File: config.mk
export PLATFORM = sky130hd
export DESIGN_NAME = peridot_servo_ramp
export DESIGN_NICKNAME = d
export VERILOG_FILES = /design/src/rtl/peridot_servo_ramp.sv
export SDC_FILE = /design/constraint.sdc
export NUM_CORES = 2
export LEC_CHECK = 0
export ABC_AREA = 1
export CAP_MARGIN = 20
export CORE_ASPECT_RATIO = 0.5
export CORE_MARGIN = 8
export CORE_UTILIZATION = 45
export DETAILED_ROUTE_END_ITERATION = 8
export PLACE_DENSITY_LB_ADDON = 0.2
export SKIP_CTS_REPAIR_TIMING = 1
export SYNTH_ARGS = -nofsm -noshare
export SYNTH_HDL_FRONTEND = slang
export SYNTH_SLANG_ARGS = --single-unit
File: constraint.sdc
create_clock -name csi_clk -period 5.2 [get_ports csi_clk]
set_input_delay 0.52 -clock csi_clk [delete_from_list [all_inputs] [get_ports csi_clk]]
set_output_delay 0.52 -clock csi_clk [all_outputs]
set_load 0.01 [all_outputs]
File: src/rtl/peridot_servo_ramp.sv
// peridot_servo_ramp: multi-channel RC-servo PWM generator on an Avalon-MM slave.
// Each channel's position (CUR) slews toward a software TARGET once per 20 ms frame,
// limited by RATE. Channel pulse starts are staggered to spread supply current.
// Optional feature macro: PERIDOT_SERVO_RAMP_DSM_EN adds a per-channel first-order
// delta-sigma output of CUR on dsm_out; without it dsm_out is tied low.
module peridot_servo_ramp #(
  parameter int PWM_CHANNEL  = 16,
  parameter int CLOCKFREQ    = 25000000,
  parameter int STEPCOUNTNUM = 2560,
  parameter int UNITFREQ     = 128000,
  parameter int MINWIDTHSTEP = 64,
  parameter int STAGGERSTEP  = 320
) (
  input  logic                   csi_clk,
  input  logic                   rsi_reset,
  input  logic [5:0]             avs_address,
  input  logic                   avs_read,
  output logic [31:0]            avs_readdata,
  input  logic                   avs_write,
  input  logic [31:0]            avs_writedata,
  output logic [PWM_CHANNEL-1:0] pwm_out,
  output logic [PWM_CHANNEL-1:0] dsm_out
);

  localparam logic [11:0] DIV_RELOAD = 12'(CLOCKFREQ / UNITFREQ - 1);
  localparam logic [11:0] STEP_LAST  = 12'(STEPCOUNTNUM - 1);

  logic                   r_ena;
  logic [7:0]             r_rate;
  logic [11:0]            r_div;
  logic [11:0]            r_step;
  logic [PWM_CHANNEL-1:0] r_pwm;
  logic [31:0]            r_rdata;

  logic                   w_tick;
  logic                   w_frame_start;
  logic                   w_ena_nxt;
  logic [PWM_CHANNEL-1:0] w_pulse;
  logic [7:0]             w_cur [PWM_CHANNEL];
  logic [7:0]             w_tgt [PWM_CHANNEL];
  logic [31:0]            w_rdata;
  logic                   w_unused;

  assign w_unused      = &{1'b0, avs_writedata[31:8]};
  assign w_tick        = (r_div == 12'd0);
  assign w_frame_start = r_ena && w_tick && (r_step == STEP_LAST);
  // A write clearing ENA silences the outputs on the same edge it is taken.
  assign w_ena_nxt     = (avs_write && avs_address == 6'd0) ? avs_writedata[0] : r_ena;

  // Global control registers
  always_ff @(posedge csi_clk) begin
    if (rsi_reset) begin
      r_ena  <= 1'b0;
      r_rate <= 8'd0;
    end else if (avs_write) begin
      if (avs_address == 6'd0) r_ena  <= avs_writedata[0];
      if (avs_address == 6'd1) r_rate <= avs_writedata[7:0];
    end
  end

  // Free-running step-rate divider
  always_ff @(posedge csi_clk) begin
    if (rsi_reset)   r_div <= 12'd0;
    else if (w_tick) r_div <= DIV_RELOAD;
    else             r_div <= r_div - 12'd1;
  end

  // Step counter within the frame; held at 0 while disabled
  always_ff @(posedge csi_clk) begin
    if (rsi_reset || !r_ena) r_step <= 12'd0;
    else if (w_tick)         r_step <= (r_step == STEP_LAST) ? 12'd0 : r_step + 12'd1;
  end

  for (genvar i = 0; i < PWM_CHANNEL; i++) begin : g_ch
    localparam logic [12:0] START = 13'((i % 8) * STAGGERSTEP);

    logic              r_tgt;
    logic [7:0]        r_target;
    logic [7:0]        r_cur;
    logic              w_wsel;
    logic signed [8:0] w_diff;
    logic [8:0]        w_mag;
    logic [12:0]       w_end;

    assign r_tgt  = 1'b0;
    assign w_wsel = avs_write && (avs_address == 6'(i + 2));
    assign w_diff = $signed({1'b0, r_target}) - $signed({1'b0, r_cur});
    assign w_mag  = w_diff[8] ? 9'(-w_diff) : 9'(w_diff);
    assign w_end  = START + 13'(MINWIDTHSTEP) + {5'd0, r_cur};
    assign w_pulse[i] = r_ena && ({1'b0, r_step} >= START) && ({1'b0, r_step} < w_end);
    assign w_cur[i] = r_cur;
    assign w_tgt[i] = r_target;

    // Target register and once-per-frame slew-limited position update
    always_ff @(posedge csi_clk) begin
      if (rsi_reset) begin
        r_target <= 8'd0;
        r_cur    <= 8'd0;
      end else begin
        if (w_wsel) r_target <= avs_writedata[7:0];
        if (!r_ena) r_cur <= r_target;
        else if (w_frame_start) begin
          if (r_rate == 8'd0 || w_mag <= {1'b0, r_rate}) r_cur <= r_target;
          else if (w_diff[8])                             r_cur <= r_cur - r_rate;
          else                                            r_cur <= r_cur + r_rate;
        end
      end
    end

`ifdef PERIDOT_SERVO_RAMP_DSM_EN
    logic [8:0] r_acc;
    logic       r_dsm;

    // First-order delta-sigma of CUR; carry out is the bitstream
    always_ff @(posedge csi_clk) begin
      if (rsi_reset || !r_ena) begin
        r_acc <= 9'd0;
        r_dsm <= 1'b0;
      end else begin
        r_acc <= {1'b0, r_acc[7:0]} + {1'b0, r_cur};
        r_dsm <= r_acc[8];
      end
    end
    assign dsm_out[i] = r_dsm;
`endif
  end

`ifndef PERIDOT_SERVO_RAMP_DSM_EN
  assign dsm_out = '0;
`endif

  // Registered pulse outputs, one clock behind the step counter
  always_ff @(posedge csi_clk) begin
    if (rsi_reset) r_pwm <= '0;
    else           r_pwm <= w_ena_nxt ? w_pulse : '0;
  end

  // Read mux; unmapped addresses return 0
  always_comb begin
    w_rdata = 32'd0;
    if (avs_address == 6'd0) w_rdata = {31'd0, r_ena};
    if (avs_address == 6'd1) w_rdata = {24'd0, r_rate};
    for (int i = 0; i < PWM_CHANNEL; i++)
      if (avs_address == 6'(i + 2)) w_rdata = {16'd0, w_cur[i], w_tgt[i]};
  end

  // Read data is registered: valid one clock after the read strobe
  always_ff @(posedge csi_clk) begin
    if (rsi_reset)     r_rdata <= 32'd0;
    else if (avs_read) r_rdata <= w_rdata;
  end

  assign avs_readdata = r_rdata;
  assign pwm_out      = r_pwm;

endmodule

* Word-level counts from Yosys, hierarchy flattened
Cells that the tools add are included.
** Storage, ports and cells
- Register bits after elaboration :: 337
- Latch bits :: 0
- RAM bits :: 0
- Bits in read-only memories :: 0
- Input port bits :: 42
- Output and inout port bits :: 64
- Word-level logic and storage cells :: 348
- Memories :: 0
** Cells by class
- $add $sub $neg :: 82
- $mul :: 0
- Divide/modulo/power cells :: 0
- $lt $le $gt $ge :: 39
- Eq/ne operators :: 19
- Shift-type cells :: 0
- Mux-type cells :: 101
- Bitwise gates (word level) :: 1
- Reductions and logical operators :: 67
** Operators by type and width (number)
- $mux 32 :: 17
- $mux 8 :: 65
- $le 9x8->1 :: 16
- $mux 9 :: 16
- $neg 9->9 :: 16
- $sub 8x8->9 :: 16
- $add 8x8->8 :: 16
- $sub 8x8->8 :: 16
- $add 11x8->12 const A :: 8
- $lt 12x12->1 :: 8
- $eq 6x4->1 const B :: 8
- $logic_and 1x1->1 :: 42
- $ge 12x11->1 const B :: 3
- $add 12x8->13 const A :: 2
- $lt 12x13->1 :: 2
- $eq 6x3->1 const B :: 4
- $ge 12x10->1 const B :: 2
- $lt 12x10->1 :: 2
- $lt 12x11->1 :: 2
- $lt 12x9->1 :: 2
- $add 10x8->11 const A :: 2
- $add 9x8->10 const A :: 2
- $add 7x8->9 const A :: 2
- $logic_or 1x1->1 :: 17
- other kinds (18) :: 23

* Longest topological paths before layout
- Word-level depth :: 19
- Gate-level depth with buffers :: 26
- Mapped depth without buffers :: 26

* Least setup slack after synthesis
OpenSTA, ideal clock, no wires.
- Path type :: reg-to-reg
- Start point :: register r_rate[0]
- End point :: register g_ch[8].r_cur[7]
- Library setup time :: 0.126 ns
- Arrival time :: 3.456 ns
- Required time :: 5.074 ns
- Slack :: 1.618 ns
- Cell stages (with the launch flop) :: 17
- Buffers on the path :: 1
- Period minus slack after synthesis :: 3.582 ns
- Cell sequence :: dfxtp_1 inv_1 ha_1 nand2_1 nor4_2 xor2_1 clkbuf_1 nand2_1 o21ai_0 ha_1 inv_1 o311ai_0 xor2_1 xor2_1 nand3_1 nand3_1 o21ai_0
** Between the ends
- Word-level cells in the longest chain between the ends :: 5
- Elaborated cells between the ends (all ways) :: 9
- Classes of those cells :: add/sub (2); order compare (1); mux (4); reduce/logical (2)
** RTL lines
- start, declared :: RTL line 29 : logic [7:0] r_rate;
- start signal, assigned :: RTL line 57 : if (avs_address == 6'd1) r_rate <= avs_writedata[7:0];
- $add 8x8->8, or another cell as far along :: RTL line 105 : else r_cur <= r_cur + r_rate;
- $mux 8 or $logic_or 1x1->1 (tied branches) :: RTL line 104, 103
- $mux 8 (*) :: RTL line 103 : if (r_rate == 8'd0 || w_mag <= {1'b0, r_rate}) r_cur <= r_target;
- $mux 8 (*) :: RTL line 102 : else if (w_frame_start) begin
- $mux 8 (*) :: RTL line 101 : if (!r_ena) r_cur <= r_target;
- end signal, assigned :: RTL line 101
- end signal, assigned :: RTL line 103
- end signal, assigned :: RTL line 104 : else if (w_diff[8]) r_cur <= r_cur - r_rate;
- end, declared :: RTL line 79 : logic [7:0] r_cur;
Mark *: on every way between the ends. The rest lies on a longest branch, timed or not. The select of a mux whose other input is x is not followed.
A chain may end at the register's enable or synchronous reset.

* Worst setup path in the final report
- Start point :: register g_ch[1].r_cur[0]
- End point :: register g_ch[1].r_cur[0]
** Between the ends
- Word-level cells in the longest chain between the ends :: 8
- Elaborated cells between the ends (all ways) :: 11
- Classes of those cells :: add/sub (4); order compare (1); mux (5); reduce/logical (1)
** RTL lines
- start, declared :: RTL line 79
- start signal, assigned :: RTL line 101
- start signal, assigned :: RTL line 103
- start signal, assigned :: RTL line 104
- $sub 8x8->9 :: RTL line 87 : assign w_diff = $signed({1'b0, r_target}) - $signed({1'b0, r_cur});
- $neg 9->9 :: RTL line 88 : assign w_mag = w_diff[8] ? 9'(-w_diff) : 9'(w_diff);
- $mux 9 :: RTL line 88
- $le 9x8->1 :: RTL line 103
- $logic_or 1x1->1 :: RTL line 103
- $mux 8 (*) :: RTL line 103
- $mux 8 (*) :: RTL line 102
- $mux 8 (*) :: RTL line 101
Marked as above.

==> summary.txt <==
Power and ir drop
  • VDD IR max: 0.0001613 V
  • Switching Fraction: 35.16%
  • Pleak: 17.78 nW
  • Total Power: 7.560 mW
  • Gate power share: 28.3%
  • Psw: 2.658 mW
  • Power Dens Cells: 205.5 nW/um^2
  • Clock power frac: 37.8%
  • Flop pwr share: 33.9%
  • Internal: 4.902 mW

Yosys
  • Synthesized instance count: 5067
  • Syn Std Cell Area: 34030 sq um
  • Post-synth top area cell: ha_1
  • Synth top area share: 19.49%
  • Synth Flop Type: dfxtp_1
  • Synthesized flop and latch total: 321
  • Post-synth EDFFs: 0
  • Synth Area per Inst: 6.715 sq um
  • Sequential-to-total area share from yosys stat: 18.89%
  • Post-synth ARST share: 0%
  • Cell variety after synth: 55
  • YS warnings: 0
  • Area contributors post-synth: ha_1, dfxtp_1, nand2_1, inv_1, a21oi_1

Min path
  • Hold Crit Depth: 1
  • HP Start: r_div[0]$_SDFF_PP0_
  • Hold Path Sink: r_div[0]$_SDFF_PP0_
  • Hold Path Class: reg2reg

STA
  • Tmin final: 4.312 ns
  • Relative slew slack: 20.61%
  • Final setup viols: 0
  • Slew @ Worst Pin: 1.189 ns
  • Clock Skews: 0.03024 ns
  • Final worst path period share: 82.92%
  • Final Hold Fails: 0
  • Setup TNS: 0 ns
  • Final Max Slew Viols: 0
  • Highest Clock Rate: 0.2319 GHz
  • RSZ-0062 raised after global routing: no

Floorplan
  • Starting Density: 45.38%
  • Rows: 71
  • Ports: 106
  • Die height: 210.4 um
  • Full die area: 85200 sq um
  • Die width: 404.9 um
  • Core Area: 74980 sq um

GRT
  • Gr usage total: 29.39%
  • Pin count of the biggest net entering global routing: 92
  • Initial antenna violation count: 6
  • First-pass GRT wire length: 193.7 mm
  • Vias in the first global route: 31934
  • Grt total ovfl: 0

Place
  • Dpl hpwl: 94.02 mm
  • Port Buffers: 49
  • GPL Wtd Cong: 1.006

Drt
  • 1st-pass router iterations: 6
  • 1st-iter DRT viols: 4402
  • Vias: 35280
  • DRC viols: 0
  • Final ANT Viol Nets: 0
  • Vias per cell: 5.764
  • Total length of routed wires: 131.3 mm
  • WL per Instance: 21.46 um

Clocking
  • Clk sinks: 321
  • Htree depth: 2
  • CTS max path bufs: 3
  • Total CTS buffers: 38
  • CTS tree: built
  • Later-pin clock latency in the skew report: 0.57 ns
  • Clock Root Buffer: clkbuf_16
  • Worst-path clk slew: 0.07 ns

Critical path
  • Critical path required time: 5.71 ns
  • Worst Path Arrival: 4.82 ns
  • R2r setup slk: 0.89 ns
  • CP Class: reg2reg
  • R2R depth: 22
  • Critical R2R Launch: g_ch[1].r_cur[0]$_SDFFE_PP0P_
  • Crit path capture type: flop
  • CP Max Fanout: 16
  • R2r endpoint: g_ch[1].r_cur[0]$_SDFFE_PP0P_
  • Startpoint types: flop

Run
  • Total of max-cap violations: 0

Finish
  • Final net count: 5671
  • Most frequent cells in the layout: nand2_1, inv_1, a21oi_1
  • Layout Area Growth over Synthesis: 8.138%
  • Share of post-route cells with drive strength above 1: 3.532%
  • Commonest non-fill, non-tap cell in the layout: nand2_1

Run status
  • Status: finished clean
-- cell usage after synthesis, types with 3 or more instances --
library cell	number
a21boi_0	8
a21o_1	6
a21oi_1	539
a221oi_1	22
a31oi_1	16
and2_1	5
buf_1	7
buf_2	16
buf_4	42
buf_6	3
clkbuf_1	112
dfxtp_1	321
fa_1	32
ha_1	530
inv_1	728
inv_2	5
nand2_1	970
nand2_2	15
nand2_4	3
nand3_1	364
nand3b_1	9
nand4_1	113
nor2_1	253
nor2_2	3
nor3_1	30
nor4_1	14
o211ai_1	37
o21a_1	10
o21ai_0	453
o21ai_1	24
o21ai_2	7
o21bai_1	7
o311ai_0	8
o31ai_1	8
or2_2	9
or3_1	5
xnor2_1	76
xor2_1	231
-- sequential cells by signal, indices dropped and copies added, names as in the netlist --
signal and count:
avs_readdata 16, g_ch.r_cur 128, g_ch.r_target 128, pwm_out 16, r_div 12, r_ena 1, r_rate 8, r_step 12
-- layout make-up --
cell class	instances	area, sq um
clock buffer	56	1100
fill	7693	38180
antenna	3	7.507
clock inverter	13	151.4
tap	1022	1279
multi-input combinational	3862	24120
inverter	735	2761
timing repair buffer	109	943.4
sequential	321	6427
-- worst max path at each step --
stage	start	to
4_1_cts	g_ch[9].r_cur[0]$_SDFFE_PP0P_	g_ch[9].r_cur[2]$_SDFFE_PP0P_
2_1_floorplan	r_rate[0]$_SDFFE_PP0P_	g_ch[8].r_cur[7]$_SDFFE_PP0P_
3_3_place_gp	g_ch[1].r_cur[0]$_SDFFE_PP0P_	g_ch[1].r_cur[0]$_SDFFE_PP0P_
5_1_grt	g_ch[1].r_cur[0]$_SDFFE_PP0P_	g_ch[1].r_cur[6]$_SDFFE_PP0P_
3_5_place_dp	g_ch[9].r_cur[0]$_SDFFE_PP0P_	g_ch[9].r_cur[2]$_SDFFE_PP0P_
6_report	g_ch[1].r_cur[0]$_SDFFE_PP0P_	g_ch[1].r_cur[0]$_SDFFE_PP0P_
-- worst max-delay path, stage by stage (launching register included) --
cell     delay, ns
dfxtp_1       0.43
ha_1          0.19
inv_1         0.06
fa_1          0.40
nand3_1       0.11
nand2_1       0.12
nand4_1       0.10
nand2_1       0.33
inv_1         0.32
nand2_1       0.10
xor2_1        0.14
inv_1         0.05
ha_1          0.28
nand2_1       0.08
nor3_1        0.18
nor2_1        0.07
o21ai_0       0.16
a21oi_1       0.10
o21ai_2       0.43
nand2_1       0.30
nand2_1       0.14
nand3_1       0.08
nand2_1       0.09
-- stage by stage --
stage          setup WS (ns)  hold WS (ns)  std cells  area (sq um)  utilization, %
5_1_grt               0.4116        0.4854       6118         36790           49.06
2_1_floorplan          1.618        0.4128       5098         34140               -
6_report              0.8884        0.4453       6121         36790           49.07
3_3_place_gp           1.063        0.4249       6049         35540           47.39
3_5_place_dp          0.9862        0.4410       6049         35540           47.39
4_1_cts               0.9680        0.4512       6118         36790           49.06
-- per-layer routing --
layer,vias up,global-route usage [%],wire [um]
li1,16919,-,-
met1,16258,40.63,56140
met2,1739,44.19,53030
met3,360,6.565,15720
met4,4,11.79,6431
met5,-,0,27
-- cells by family after synthesis --
family	count (synthesis)	synth area share (%)
adder cells (fa/ha/maj)	562	21.37
flip-flops	321	18.89
AND/OR/NAND/NOR	1798	22.77
buffers and inverters	915	10.68
other	1	0.01102
AO/OA/AOI/OAI	1163	18.38
XOR/XNOR	307	7.902
-- power groups by stage --
stage	registers [mW]	clock network, mW	logic (mW)
CTS	2.56	2.85	2.10
finish	2.57	2.85	2.14
floorplan	2.61	0	1.63
global placement	2.62	0	2.05
detailed placement	2.62	0	2.09
global route	2.57	2.96	2.39
Note: power is estimated with default switching activity, not from simulation.
